$ cat config.mk
export PLATFORM = sky130hd
export DESIGN_NAME = tia_playfield_serializer
export DESIGN_NICKNAME = d
export VERILOG_FILES = /design/src/rtl/tia_playfield_pkg.sv /design/src/rtl/tia_playfield_bitmap.sv /design/src/rtl/tia_playfield_serializer.sv
export SDC_FILE = /design/constraint.sdc
export NUM_CORES = 1
export LEC_CHECK = 0
export CORE_MARGIN = 2
export CORE_UTILIZATION = 45
export DETAILED_ROUTE_END_ITERATION = 7
export PLACE_DENSITY = 0.66
export SYNTH_ARGS = -nofsm -noshare
export SYNTH_HDL_FRONTEND = slang
export SYNTH_HIERARCHICAL = 1
export SYNTH_SLANG_ARGS = --single-unit
export TNS_END_PERCENT = 5
$ cat constraint.sdc
create_clock -name clock -period 3.25 [get_ports clock]
set_input_delay 0.8125 -clock clock [delete_from_list [all_inputs] [get_ports clock]]
set_output_delay 0.8125 -clock clock [all_outputs]
set_load 0.02 [all_outputs]
$ cat src/rtl/tia_playfield_pkg.sv
// Shared types and constants for the playfield serializer.
package tia_playfield_pkg;

    typedef enum logic [1:0] {
        IDLE  = 2'd0,
        LEFT  = 2'd1,
        RIGHT = 2'd2
    } state_t;

    localparam int PF0 = 0;
    localparam int PF1 = 1;
    localparam int PF2 = 2;

    // Maps a display bit (0 = leftmost) to its position in the flat
    // {PF2, PF1, PF0} register vector for the classic 20-bit layout:
    // PF0[7:4] LSB-first, PF1[7:0] MSB-first, PF2[7:0] LSB-first.
    function automatic int tia_src_bit(input int d);
        if (d < 4)
            return d + 4;
        else if (d < 12)
            return 19 - d;
        else
            return d + 4;
    endfunction

endpackage

$ cat src/rtl/tia_playfield_bitmap.sv
// Playfield register file and display-order mapping to a flat bitmap.
module tia_playfield_bitmap
    import tia_playfield_pkg::*;
#(
    parameter int PF_BITS   = 20,
    parameter int TIA_ORDER = 1,
    parameter int NUM_REGS  = 3,
    parameter int AW        = 2
) (
    input  logic               clock,
    input  logic               reset,
    input  logic               wr_en,
    input  logic [AW-1:0]      wr_addr,
    input  logic [7:0]         wr_data,
    output logic [PF_BITS-1:0] bitmap
);

    logic [NUM_REGS*8-1:0] regs;

    // Register writes; addresses without a matching register fall through untouched.
    always_ff @(posedge clock) begin
        if (reset) begin
            regs <= '0;
        end else begin
            for (int r = 0; r < NUM_REGS; r++) begin
                if (wr_en && (wr_addr == AW'(r)))
                    regs[r*8 +: 8] <= wr_data;
            end
        end
    end

    for (genvar d = 0; d < PF_BITS; d++) begin : g_map
        localparam int SRC = (TIA_ORDER != 0) ? tia_src_bit(d) : d;
        assign bitmap[d] = regs[SRC];
    end

    // Some stored bits are never displayed (PF0[3:0], or tail bits in linear mode).
    logic unused_regs;
    assign unused_regs = ^regs;

endmodule

$ cat src/rtl/tia_playfield_serializer.sv
// Playfield serializer: shifts the bitmap out left half then right half
// (repeat or mirror), each bit held CLKS_PER_BIT clocks.
//
//  state | meaning
//  IDLE  | no half line in progress, pf forced low
//  LEFT  | left half, bits 0..PF_BITS-1
//  RIGHT | right half, ascending (repeat) or descending (reflect)
module tia_playfield_serializer
    import tia_playfield_pkg::*;
#(
    parameter  int PF_BITS      = 20,
    parameter  int CLKS_PER_BIT = 4,
    parameter  int TIA_ORDER    = 1,
    parameter  int NUM_REGS     = 3,
    localparam int AW           = (NUM_REGS > 1) ? $clog2(NUM_REGS) : 1,
    localparam int BW           = (PF_BITS > 1) ? $clog2(PF_BITS) : 1
) (
    input  logic          clock,
    input  logic          reset,
    input  logic          line_start,
    input  logic          reflect,
    input  logic          wr_en,
    input  logic [AW-1:0] wr_addr,
    input  logic [7:0]    wr_data,
    output logic          pf,
    output logic          pf_active,
    output logic [BW-1:0] bit_index
);

    localparam int SW = (CLKS_PER_BIT > 1) ? $clog2(CLKS_PER_BIT) : 1;
    localparam logic [SW-1:0] SUB_LAST = SW'(CLKS_PER_BIT - 1);
    localparam logic [BW-1:0] BIT_LAST = BW'(PF_BITS - 1);

    state_t              state, state_n;
    logic [SW-1:0]       sub_cnt, sub_n;
    logic [BW-1:0]       bit_cnt, bit_n;
    logic                refl, refl_n;
    logic [PF_BITS-1:0]  bitmap;

    tia_playfield_bitmap #(
        .PF_BITS   (PF_BITS),
        .TIA_ORDER (TIA_ORDER),
        .NUM_REGS  (NUM_REGS),
        .AW        (AW)
    ) u_bitmap (
        .clock   (clock),
        .reset   (reset),
        .wr_en   (wr_en),
        .wr_addr (wr_addr),
        .wr_data (wr_data),
        .bitmap  (bitmap)
    );

    // Next state, sub/bit counters and reflect latch.
    always_comb begin
        state_n = state;
        sub_n   = sub_cnt;
        bit_n   = bit_cnt;
        refl_n  = refl;
        if (line_start) begin
            state_n = LEFT;
            sub_n   = '0;
            bit_n   = '0;
        end else begin
            case (state)
                LEFT: begin
                    if (sub_cnt == SUB_LAST) begin
                        sub_n = '0;
                        if (bit_cnt == BIT_LAST) begin
                            state_n = RIGHT;
                            refl_n  = reflect;
                            bit_n   = reflect ? BIT_LAST : '0;
                        end else begin
                            bit_n = bit_cnt + 1'b1;
                        end
                    end else begin
                        sub_n = sub_cnt + 1'b1;
                    end
                end
                RIGHT: begin
                    if (sub_cnt == SUB_LAST) begin
                        sub_n = '0;
                        if (refl ? (bit_cnt == '0) : (bit_cnt == BIT_LAST)) begin
                            state_n = IDLE;
                            bit_n   = '0;
                        end else begin
                            bit_n = refl ? (bit_cnt - 1'b1) : (bit_cnt + 1'b1);
                        end
                    end else begin
                        sub_n = sub_cnt + 1'b1;
                    end
                end
                default: ;
            endcase
        end
    end

    // State and output registers; pf is reloaded from the live bitmap every clock.
    always_ff @(posedge clock) begin
        if (reset) begin
            state     <= IDLE;
            sub_cnt   <= '0;
            bit_cnt   <= '0;
            refl      <= 1'b0;
            pf        <= 1'b0;
            pf_active <= 1'b0;
            bit_index <= '0;
        end else begin
            state     <= state_n;
            sub_cnt   <= sub_n;
            bit_cnt   <= bit_n;
            refl      <= refl_n;
            pf        <= (state_n != IDLE) && bitmap[bit_n];
            pf_active <= (state_n != IDLE);
            bit_index <= (state_n != IDLE) ? bit_n : '0;
        end
    end

endmodule

==> results by group, run 1 <==
Routing
  – DR iter-0 viols: 84
  – Drt pass-1 iters: 4
  – Detail Route Antenna Nets: 0
  – Vias per cell: ~5.7
  – Post-route DRC violation count: 0
  – Via count: 1724
  – Routed len/inst: 14.8 um
  – DRT Wirelength: approximately 4.5 mm

CTS
  – Root Driver: clkbuf_8
  – Clk_lat worst skew: 0.29 ns
  – # clock sinks: 37
  – H-tree depth: 2
  – TritonCTS clock tree: built
  – Post-CTS sizing: 0
  – Number of hold buffers added after cts: 0
  – Post-CTS setup buffers: 0
  – CTS clk-pin slew, worst paths: about 0.08 ns
  – Max clock buf depth: 2
  – CTS Buf Count: 5

Placement
  – Pre-CTS WS: 0.0737 ns
  – Cells after DPL: 297
  – Port Buffer Count: 21
  – Gpl congestion: 0.824
  – DP Wirelength: about 3.3 mm

Logic synthesis
  – EDFF count, synth: 0
  – Cell taking the most area after synthesis: dfxtp_1
  – Post-Syn Instances: ~240
  – Ys flop type: dfxtp_1
  – FFs w/ async S/R, synth: 0
  – Sequential area share after synthesis: 0.345
  – Distinct cell type count after synthesis: 55
  – Synth warnings: 6
  – Main area contributors after synthesis: dfxtp_1 34%, mux2i_1 13%, nand2b_1 8.4%
  – Syn Area/Cell: 9.11 um^2
  – Post-Syn Area: about 2100 um^2
  – Number of synthesized register bits: 37
  – Top-area cell type share of the netlist area: 0.345
  – Syn Nets: around 260

STA
  – Worst-margin pin slew: 0.490 ns
  – Final hold violation count: 0
  – Setup TNS: 0 ns
  – RSZ-0062 raised after global routing: false
  – Final setup violation count: 0
  – FMAX: 0.346 GHz
  – Setup ws final: 0.358 ns
  – Max Clock Skew: 0.00495 ns
  – Post-route minimum period: 2.89 ns
  – Max_slew headroom: 0.673
  – Crit share post-route: 0.890
  – Final slew viol count: 0

Floorplanning
  – IO Pins: 22
  – Die ar.: about 5300 um^2
  – Placeable Area: between 4000 and 5000 um^2
  – Die Y: 73.1 um
  – Die W: 73.1 um
  – Starting Density: 0.461
  – Std-Cell Rows: 25

Power and ir drop
  – Cell Int Power: 708 uW
  – Pwr per Cell Area: 375 nW/um^2
  – Sw Ratio: 0.238
  – VDD IR-drop max: a little over 300 uV
  – Leakage power: 0.963 nW
  – Combinational power share: 0.099
  – Sequential Power Share: 0.507
  – Switching power: 221 uW
  – Clock share of power: 0.395

Cells and area
  – Area grow syn2layout: 15.1%
  – Ratio of cells with drive above 1 in the final layout: 0.0956
  – Commonest non-fill, non-tap cell in the layout: dfxtp_1
  – Number of diodes: 0
  – Commonest non-fill, non-tap cells in the layout: 37 x dfxtp_1, 29 x nand2b_1, 28 x mux2i_1
  – Layout fillers: 434
  – Non-filler cells, final: 305
  – Final #Nets: 270

Worst setup path
  – CP top delay family: compound AO/OA/AOI/OAI gates
  – Crit path arrival time: 3.08 ns
  – WP data required: 3.44 ns
  – Crit path cell chain: clkdlybuf4s50_1 > nor2_1 > a41oi_2 > a21bo_2 > a221o_1 > a211oi_1 > a2111o_1 > nand3_1 > o21a_1
  – FF-to-FF End: pf
  – Critical R2R Launch: state[0]
  – Largest fanout on the critical path: 9
  – Buf/Inv on CP: 1
  – Slack of the worst reg-to-reg path: 0.39 ns
  – Slowest stage cell, crit path: clkdlybuf4s50_1
  – Crit Path Class: primary input to register
  – Critical path endpoint category: register
  – CP Launch Type: primary input
  – Slowest Stage Delay on Critical Path: 0.50 ns
  – Reg2Reg Depth: 10

Status
  – Status: completed

GRT
  – GR Overflow Total: 0
  – Global-route wire length before repair: 7.55 mm
  – Initial antenna violation count: 0
  – Number of global-route vias before repair: 1636
  – Largest net degree at the start of global routing: 36
  – Overall global routing resource usage: 0.183

Run
  – Max-capacitance violation count: 0

Worst hold path
  – Hold_sp: u_bitmap/regs[9]
  – Hold Path Class: register to register
  – Hold depth: 2
  – Hold-critical path endpoint: u_bitmap/regs[9]
-- metal layers --
metal / wire (um) / global-route usage / vias up / share of wire
li1: - / - / 874 / -
met1: 2150 / 0.248 / 812 / 0.48
met2: 2120 / 0.283 / 29 / 0.47
met3: 142 / 0.0456 / 9 / 0.032
met4: 96 / 0.0638 / 0 / 0.021
met5: 0 / 0 / - / 0
-- power groups by stage --
| stage | logic, mW | registers (mW) | clock network [mW] |
|---|---|---|---|
| 6_report | 0.0917 | 0.471 | 0.367 |
| 5_1_grt | 0.101 | 0.472 | 0.395 |
| 4_1_cts | 0.0928 | 0.471 | 0.368 |
| 3_5_place_dp | 0.0923 | 0.481 | 0 |
| 3_3_place_gp | 0.0920 | 0.482 | 0 |
| 2_1_floorplan | 0.0571 | 0.481 | 0 |
-- kinds of logic (layout without fill, tap and decap cells) --
kind of cell,Yosys count,in the layout,synth area share
xor gates and xnor gates,1,1,0.00408
muxes,31,31,0.151
AOI/OAI and AO/OA,41,41,0.157
and+or+nand+nor,94,94,0.259
adders and majority gates,5,5,0.0291
buffers and inverters,27,42,0.0547
DFF,37,37,0.345
-- cell usage after synthesis (2+ instances only) --
library cell / count
mux2i_1: 28
a21oi_1: 5
a211oi_1: 3
nand3b_1: 4
buf_2: 7
nand3_1: 9
nor3_1: 7
clkbuf_1: 9
nand2b_1: 29
o2111ai_1: 2
a31o_2: 2
and3b_1: 3
nor2_1: 19
and2_1: 3
nand2_1: 7
o21ai_0: 6
a211o_1: 2
o211ai_1: 3
o21a_1: 2
inv_1: 10
ha_1: 5
dfxtp_1: 37
and4b_1: 2
-- worst reg2reg max path, stage by stage (launching register included) --
cell and delay (ns):
dfxtp_1 0.36, inv_1 0.06, ha_1 0.45, nand2b_1 0.26, and2_1 0.21, a211o_1 0.35
nor2_4 0.26, mux2_2 0.37, o211ai_1 0.16, nand3_1 0.10, o21a_1 0.19
-- registers in the layout, indices dropped and copies added (netlist names) --
register and count:
bit_cnt 5, bit_index 5, pf 1, pf_active 1
refl 1, state 2, sub_cnt 2, u_bitmap/regs 20
-- worst max-delay path by stage --
stage,depth (start not counted),start,end
2_1_floorplan,10,state[0],pf
3_3_place_gp,9,reflect,pf
3_5_place_dp,9,reflect,pf
4_1_cts,10,state[0],pf
5_1_grt,10,state[0],pf
6_report,9,reflect,pf
-- metrics by stage --
step / util / total power [mW] / area, um^2 / hold WS (ns)
2_1_floorplan: - / 0.538 / 2150 / 0.445
3_3_place_gp: 0.508 / 0.574 / 2370 / 0.464
3_5_place_dp: 0.508 / 0.574 / 2370 / 0.464
4_1_cts: 0.531 / 0.932 / 2470 / 0.479
5_1_grt: 0.531 / 0.968 / 2470 / 0.505
6_report: 0.531 / 0.929 / 2470 / 0.476
-- area by class of cell --
type / count / area, um^2 / area share
multi-input combinational: 172 / 1290 / 0.522
sequential: 37 / 741 / 0.299
timing repair buffer: 24 / 233 / 0.0940
clock buffer: 7 / 96.3 / 0.0389
tap: 54 / 67.6 / 0.0273
inverter: 10 / 37.5 / 0.0152
clock inverter: 1 / 8.76 / 0.00354
No activity file was read; power rests on OpenSTA's default activity.
==> run 2, diff against run 1 <==
--- a/config.mk
+++ b/config.mk
@@ -8,6 +8,7 @@
 export CORE_MARGIN = 2
 export CORE_UTILIZATION = 45
 export DETAILED_ROUTE_END_ITERATION = 7
+export HOLD_SLACK_MARGIN = 0.03
 export PLACE_DENSITY = 0.66
 export SYNTH_ARGS = -nofsm -noshare
 export SYNTH_HDL_FRONTEND = slang
==> results of run 2 <==
The final DEF is identical to that of run 1; final timing and power are the same.
==> run 3, diff against run 2 <==
--- a/config.mk
+++ b/config.mk
@@ -10,6 +10,7 @@
 export DETAILED_ROUTE_END_ITERATION = 7
 export HOLD_SLACK_MARGIN = 0.03
 export PLACE_DENSITY = 0.66
+export SLEW_MARGIN = 20
 export SYNTH_ARGS = -nofsm -noshare
 export SYNTH_HDL_FRONTEND = slang
 export SYNTH_HIERARCHICAL = 1
==> results of run 3 <==
The final DEF is identical to that of run 1; final timing and power are the same.
